$ cat config.mk
export PLATFORM = sky130hd
export DESIGN_NAME = aes_inv_cipher_iter
export DESIGN_NICKNAME = d
export VERILOG_FILES = /design/src/rtl/aes_pkg.sv /design/src/rtl/aes_inv_sbox.sv /design/src/rtl/aes_inv_cipher_iter.sv
export SDC_FILE = /design/constraint.sdc
export NUM_CORES = 2
export LEC_CHECK = 0
export BUFFER_PORTS_ARGS = -buffer_cell sky130_fd_sc_hd__buf_4
export CAP_MARGIN = 20
export CORE_AREA = 4 4 648 650
export DETAILED_ROUTE_END_ITERATION = 7
export DIE_AREA = 0 0 652 654
export PLACE_DENSITY = 0.45
export SETUP_SLACK_MARGIN = 0.15
export SLEW_MARGIN = 5
export SYNTH_ARGS = -nofsm -noshare
export SYNTH_HDL_FRONTEND = slang
export SYNTH_SLANG_ARGS = --single-unit
$ cat constraint.sdc
create_clock -name clk -period 4.9 [get_ports clk]
set_input_delay 0.49 -clock clk [delete_from_list [all_inputs] [get_ports clk]]
set_output_delay 0.49 -clock clk [all_outputs]
set_load 0.05 [all_outputs]
$ cat src/rtl/aes_pkg.sv
// Shared constants, FSM encoding and GF(2^8) helpers for the AES-128 inverse cipher.
// Byte n of a block is bits [8n+7:8n]; state row r, column c is byte 4c+r.
package aes_pkg;

  localparam int NR       = 10;
  localparam int NB       = 4;
  localparam int BLOCK_W  = 128;
  localparam int EXPKEY_W = 1408;

  typedef enum logic [1:0] {
    S_IDLE  = 2'd0,
    S_ROUND = 2'd1,
    S_DONE  = 2'd2
  } state_e;

  function automatic logic [7:0] xtime(input logic [7:0] a);
    return {a[6:0], 1'b0} ^ (a[7] ? 8'h1b : 8'h00);
  endfunction

  function automatic logic [7:0] gf_mul(input logic [7:0] a, input logic [7:0] b);
    logic [7:0] acc;
    logic [7:0] p;
    acc = '0;
    p   = a;
    for (int i = 0; i < 8; i++) begin
      if (b[i]) acc ^= p;
      p = xtime(p);
    end
    return acc;
  endfunction

  function automatic logic [BLOCK_W-1:0] inv_shift_rows(input logic [BLOCK_W-1:0] s);
    logic [BLOCK_W-1:0] o;
    o = '0;
    for (int c = 0; c < NB; c++)
      for (int r = 0; r < 4; r++)
        o[8*(4*c+r) +: 8] = s[8*(4*((c - r + NB) % NB) + r) +: 8];
    return o;
  endfunction

  function automatic logic [BLOCK_W-1:0] inv_mix_columns(input logic [BLOCK_W-1:0] s);
    logic [BLOCK_W-1:0] o;
    logic [7:0]         row [4];
    logic [7:0]         acc;
    row = '{8'h0e, 8'h0b, 8'h0d, 8'h09};
    o   = '0;
    for (int c = 0; c < NB; c++)
      for (int r = 0; r < 4; r++) begin
        acc = '0;
        // Row r of the matrix is row 0 rotated right by r positions.
        for (int j = 0; j < 4; j++)
          acc ^= gf_mul(s[8*(4*c+j) +: 8], row[(j - r + 4) % 4]);
        o[8*(4*c+r) +: 8] = acc;
      end
    return o;
  endfunction

endpackage

$ cat src/rtl/aes_inv_sbox.sv
// Combinational AES inverse S-box lookup, one byte in, one byte out.
module aes_inv_sbox (
  input  logic [7:0] i_a,
  output logic [7:0] o_y
);

  localparam logic [7:0] INV_SBOX [256] = '{
    8'h52, 8'h09, 8'h6a, 8'hd5, 8'h30, 8'h36, 8'ha5, 8'h38, 8'hbf, 8'h40, 8'ha3, 8'h9e, 8'h81, 8'hf3, 8'hd7, 8'hfb,
    8'h7c, 8'he3, 8'h39, 8'h82, 8'h9b, 8'h2f, 8'hff, 8'h87, 8'h34, 8'h8e, 8'h43, 8'h44, 8'hc4, 8'hde, 8'he9, 8'hcb,
    8'h54, 8'h7b, 8'h94, 8'h32, 8'ha6, 8'hc2, 8'h23, 8'h3d, 8'hee, 8'h4c, 8'h95, 8'h0b, 8'h42, 8'hfa, 8'hc3, 8'h4e,
    8'h08, 8'h2e, 8'ha1, 8'h66, 8'h28, 8'hd9, 8'h24, 8'hb2, 8'h76, 8'h5b, 8'ha2, 8'h49, 8'h6d, 8'h8b, 8'hd1, 8'h25,
    8'h72, 8'hf8, 8'hf6, 8'h64, 8'h86, 8'h68, 8'h98, 8'h16, 8'hd4, 8'ha4, 8'h5c, 8'hcc, 8'h5d, 8'h65, 8'hb6, 8'h92,
    8'h6c, 8'h70, 8'h48, 8'h50, 8'hfd, 8'hed, 8'hb9, 8'hda, 8'h5e, 8'h15, 8'h46, 8'h57, 8'ha7, 8'h8d, 8'h9d, 8'h84,
    8'h90, 8'hd8, 8'hab, 8'h00, 8'h8c, 8'hbc, 8'hd3, 8'h0a, 8'hf7, 8'he4, 8'h58, 8'h05, 8'hb8, 8'hb3, 8'h45, 8'h06,
    8'hd0, 8'h2c, 8'h1e, 8'h8f, 8'hca, 8'h3f, 8'h0f, 8'h02, 8'hc1, 8'haf, 8'hbd, 8'h03, 8'h01, 8'h13, 8'h8a, 8'h6b,
    8'h3a, 8'h91, 8'h11, 8'h41, 8'h4f, 8'h67, 8'hdc, 8'hea, 8'h97, 8'hf2, 8'hcf, 8'hce, 8'hf0, 8'hb4, 8'he6, 8'h73,
    8'h96, 8'hac, 8'h74, 8'h22, 8'he7, 8'had, 8'h35, 8'h85, 8'he2, 8'hf9, 8'h37, 8'he8, 8'h1c, 8'h75, 8'hdf, 8'h6e,
    8'h47, 8'hf1, 8'h1a, 8'h71, 8'h1d, 8'h29, 8'hc5, 8'h89, 8'h6f, 8'hb7, 8'h62, 8'h0e, 8'haa, 8'h18, 8'hbe, 8'h1b,
    8'hfc, 8'h56, 8'h3e, 8'h4b, 8'hc6, 8'hd2, 8'h79, 8'h20, 8'h9a, 8'hdb, 8'hc0, 8'hfe, 8'h78, 8'hcd, 8'h5a, 8'hf4,
    8'h1f, 8'hdd, 8'ha8, 8'h33, 8'h88, 8'h07, 8'hc7, 8'h31, 8'hb1, 8'h12, 8'h10, 8'h59, 8'h27, 8'h80, 8'hec, 8'h5f,
    8'h60, 8'h51, 8'h7f, 8'ha9, 8'h19, 8'hb5, 8'h4a, 8'h0d, 8'h2d, 8'he5, 8'h7a, 8'h9f, 8'h93, 8'hc9, 8'h9c, 8'hef,
    8'ha0, 8'he0, 8'h3b, 8'h4d, 8'hae, 8'h2a, 8'hf5, 8'hb0, 8'hc8, 8'heb, 8'hbb, 8'h3c, 8'h83, 8'h53, 8'h99, 8'h61,
    8'h17, 8'h2b, 8'h04, 8'h7e, 8'hba, 8'h77, 8'hd6, 8'h26, 8'he1, 8'h69, 8'h14, 8'h63, 8'h55, 8'h21, 8'h0c, 8'h7d
  };

  assign o_y = INV_SBOX[i_a];

endmodule

$ cat src/rtl/aes_inv_cipher_iter.sv
// Iterative AES-128 inverse cipher: one inverse round per clock, valid/ready on both sides.
// The expanded key is read combinationally, so its source holds it until out_valid.
module aes_inv_cipher_iter #(
  parameter int NR = aes_pkg::NR
) (
  input  logic                          clk,
  input  logic                          rst,
  input  logic                          in_valid,
  output logic                          in_ready,
  input  logic [aes_pkg::BLOCK_W-1:0]   cypher_text,
  input  logic [aes_pkg::EXPKEY_W-1:0]  expanded_key,
  output logic                          out_valid,
  input  logic                          out_ready,
  output logic [aes_pkg::BLOCK_W-1:0]   plain_text
);
  import aes_pkg::*;

  state_e               r_state;
  state_e               w_state_nxt;
  logic [3:0]           r_rnd;
  logic [3:0]           w_rnd_nxt;
  logic [BLOCK_W-1:0]   r_st;
  logic [BLOCK_W-1:0]   w_st_nxt;
  logic                 r_out_valid;
  logic                 w_out_valid_nxt;

  logic [BLOCK_W-1:0]   w_isr;
  logic [BLOCK_W-1:0]   w_isb;
  logic [BLOCK_W-1:0]   w_rk;
  logic [BLOCK_W-1:0]   w_ark;
  logic [BLOCK_W-1:0]   w_imc;
  logic [BLOCK_W-1:0]   w_rk_last;

  assign w_isr = inv_shift_rows(r_st);

  for (genvar b = 0; b < 16; b++) begin : g_sbox
    aes_inv_sbox u_inv_sbox (
      .i_a (w_isr[8*b +: 8]),
      .o_y (w_isb[8*b +: 8])
    );
  end

  // r_rnd never exceeds NR-1, so the slice stays inside the key vector.
  assign w_rk      = expanded_key[BLOCK_W*r_rnd +: BLOCK_W];
  assign w_rk_last = expanded_key[BLOCK_W*NR +: BLOCK_W];
  assign w_ark     = w_isb ^ w_rk;
  assign w_imc     = inv_mix_columns(w_ark);

  assign in_ready   = (r_state == S_IDLE) && !rst;
  assign out_valid  = r_out_valid;
  assign plain_text = r_st;

  always_comb begin
    // NOTE: every output of this block is defaulted first so no path leaves one unassigned (no latches).
    w_state_nxt     = r_state;
    w_rnd_nxt       = r_rnd;
    w_st_nxt        = r_st;
    w_out_valid_nxt = r_out_valid;
    unique case (r_state)
      S_IDLE: begin
        if (in_valid && in_ready) begin
          w_st_nxt    = cypher_text ^ w_rk_last;
          w_rnd_nxt   = 4'(NR - 1);
          w_state_nxt = S_ROUND;
        end
      end
      S_ROUND: begin
        if (r_rnd != 4'd0) begin
          w_st_nxt  = w_imc;
          w_rnd_nxt = r_rnd - 4'd1;
        end else begin
          // Final round skips InvMixColumns.
          w_st_nxt        = w_ark;
          w_out_valid_nxt = 1'b1;
          w_state_nxt     = S_DONE;
        end
      end
      S_DONE: begin
        if (out_ready) begin
          w_out_valid_nxt = 1'b0;
          w_state_nxt     = S_IDLE;
        end
      end
      default: begin
        w_out_valid_nxt = 1'b0;
        w_state_nxt     = S_IDLE;
      end
    endcase
  end

  always_ff @(posedge clk) begin
    // NOTE: state registers use non-blocking assignments so every flop samples pre-edge values.
    if (rst) begin
      r_state     <= S_IDLE;
      r_rnd       <= '0;
      r_st        <= '0;
      r_out_valid <= 1'b0;
    end else begin
      r_state     <= w_state_nxt;
      r_rnd       <= w_rnd_nxt;
      r_st        <= w_st_nxt;
      r_out_valid <= w_out_valid_nxt;
    end
  end

endmodule

==> results.sh <==
export IMPL_timing_critical_path_mode_cell="buf_4"
export IMPL_drc=0
export IMPL_synth_area_sq_mm=0.08652
export IMPL_path_class="reg -> reg"
export IMPL_maxCapViolCount=0
export IMPL_rsz0062_at_grt="yes"
export IMPL_grt_ovfl_total=0
export IMPL_grt_pass1_vias=112287
export IMPL_finalCriticalPeriod_ps=4791
export IMPL_antenna_found_initial=245
export IMPL_multi_input_area_sq_mm=0.07777
export IMPL_status="completed"
export IMPL_cts_root_buffer="clkbuf_16"
export IMPL_async_reset_ff_share_pct=0
export IMPL_relSlewSlack_pct=15.50
export IMPL_cp_slowest_stage_delay_ps=490
export IMPL_cts_buffer_depth=3
export IMPL_drt_vias_per_instance=6.045
export IMPL_yosys_warnings=0
export IMPL_portBuffers=1669
export IMPL_synth_edf_count=0
export IMPL_synth_seq_cells=135
export IMPL_tns_ps=0
export IMPL_fin_area_sq_mm=0.1192
export IMPL_numCtsBuffers=25
export IMPL_die_x_um=652
export IMPL_start_util_pct=20.94
export IMPL_ant_nets=0
export IMPL_routed_wl_um=826500
export IMPL_layout_commonest_cell="buf_4"
export IMPL_core_area_sq_mm=0.4131
export IMPL_die_area_sq_mm=0.4264
export IMPL_slew_violations=0
export IMPL_final_cell_mix="buf_4 (3490), o21ai_0 (888), a21oi_1 (839), nor2_1 (808), nand2_1 (746)"
export IMPL_worst_setup_path_end_kind="register"
export IMPL_nets=15966
export IMPL_clk_latency_ps=600
export IMPL_post_drt_wl_per_cell_um=41.68
export IMPL_boundaryPins=1670
export IMPL_crit_slowest_cell="a221oi_2"
export IMPL_worstMarginPinSlew_ps=1258
export IMPL_die_h_um=654
export IMPL_path_max_fanout=11
export IMPL_cts_tree="built"
export IMPL_clock_sinks=135
export IMPL_ir_worst_vdd_v=0.001107
export IMPL_path_cells="inv_1 -> buf_4 -> ha_4 -> buf_4 -> buf_4 -> inv_1 -> o221ai_1 -> and3_1 -> or4_1 -> a32oi_1 -> buf_4 -> xnor2_4 -> xor2_4 -> xnor3_1 -> xnor2_1 -> xnor2_1 -> xnor2_1 -> a221oi_2 -> nor2_1"
export IMPL_rows=236
export IMPL_yosysSeqAreaShare_pct=3.124
export IMPL_grt_usage_pct=36.51
export IMPL_area_delta_synth_final_pct=37.71
export IMPL_leakagePower_nw=45.42
export IMPL_powerDensity_mw_per_mm2=833.6
export IMPL_fin_util_pct=28.84
export IMPL_worstPathRequired_ps=5370
export IMPL_grt_pass1_wl_um=1076000
export IMPL_gp_congestion=1.058
export IMPL_syn_instance_count=11775
export IMPL_setup_violations=0
export IMPL_path_clk_slew_ps=90
export IMPL_fillers=45610
export IMPL_drt_iter0_drc=18232
export IMPL_fin_skew_ps=36.70
export IMPL_synthDistinctLibCells=140
export IMPL_worstSetupStartpointType="register"
export IMPL_dp_hpwl_um=682100
export IMPL_firstDrtPassIters=8
export IMPL_syn_num_nets=13651
export IMPL_hold_ws_ps=166.3
export IMPL_via_count=119871
export IMPL_synth_area_per_cell_sq_um=7.348
export IMPL_ff_latch_area_sq_mm=0.002935
export IMPL_period_share_pct=97.77
export IMPL_p_total_mw=99.33
export IMPL_grt_max_degree=101
export IMPL_max_freq_mhz=208.7
export IMPL_placed_cell_area_sq_mm=0.1155
export IMPL_final_hold_viol_count=0
export IMPL_ys_flop_type="dfxtp_1"
export IMPL_htree_levels=4
export IMPL_worstPathArrival_ps=5260
export IMPL_drive_gt1_share_pct=34.90
export IMPL_hold_buffers=0
export IMPL_hp_class="in -> reg"
[per-layer routing]
layer  GRT usage, %  vias to the layer above  routed length, um
met3          10.42                     1719              87820
met1          45.06                    59367             316700
li1               -                    49887                  -
met4          28.08                       84              79850
met2          53.25                     8814             341200
met5         0.3396                        -                950
[final cells by class]
cell class	count	share of cell area, %
inverter	188	0.6259
tap	5474	5.748
clock buffer	29	0.5545
multi-input combinational	10077	65.27
timing repair buffer	3663	24.77
clock inverter	4	0.02310
antenna	259	0.5440
sequential	135	2.464
[report_power, final]
part / internal, mW / switching, mW / leakage, nW
sequential: 1.31 / 0.855 / 1.16
clock: 0.952 / 0.863 / 0.331
combinational: 44.7 / 50.7 / 43.9
total: 46.9 / 52.4 / 45.4
[critical path, delay by kind of cell (launching register included)]
kind / cells / cell delay [ps]
compound gates: 3 / 1040
flops: 1 / 340
simple gates: 3 / 720
buf+inv: 6 / 950
xor+xnor: 6 / 1430
fa+ha+maj: 1 / 190
[worst paths after layout]
check,start,to,slack (ps),cells after the start
hold reg to reg,plain_text[5]$_SDFFE_PP0P_,plain_text[5]$_SDFFE_PP0P_,570,2
setup reg to reg,plain_text[112]$_SDFFE_PP0P_,plain_text[58]$_SDFFE_PP0P_,110,19
hold / removal,out_ready,r_state[1]$_SDFFE_PP0P_,170,3
setup / recovery,plain_text[112]$_SDFFE_PP0P_,plain_text[58]$_SDFFE_PP0P_,110,19
[state kept, by name (all words and copies together) (netlist names)]
register and count:
r_rnd 4, out_valid 1, r_state 2, plain_text 128
[per-stage QoR]
stage	cells	setup slack [ps]
floorplan	11775	153.1
global placement	19486	-647.8
detailed placement	19490	-588.3
CTS	19526	150.0
global route	19773	78.48
finish	19829	109.3
[what timing repair did]
action / in CTS / in global routing
pin swaps: 5 / 55
setup endpoints to repair: 97 / 111
buffers inserted: 3 / 41
resized for setup: 106 / 258
[Yosys cell counts, drive strengths merged (135+ instances only)]
master,instances,area (sq um)
a211oi,231,1774
a21oi,860,4338
a221oi,202,1794
a311oi,206,1828
a31oi,218,1376
and2,135,844.6
buf,794,5015
clkbuf,579,2257
dfxtp,135,2703
ha,330,4129
inv,165,619.3
mux2,154,1742
mux4,366,8314
nand2,750,2815
nand2b,391,2446
nand3,266,1331
nor2,822,3095
nor2b,332,2085
nor3,374,1882
o211ai,200,1506
o21ai,924,4632
o311ai,186,1637
xnor2,744,7226
xor2,319,3098
[kinds of logic after synthesis]
| group | share of synthesized area [%] |
|---|---|
| adder cells (fa/ha/maj) | 4.923 |
| AND/OR/NAND/NOR | 21.50 |
| XOR/XNOR | 13.27 |
| multiplexers | 12.96 |
| buffers and inverters | 9.244 |
| AO/OA/AOI/OAI | 34.98 |
| flip-flops | 3.124 |
No activity file was read; power rests on OpenSTA's default activity.
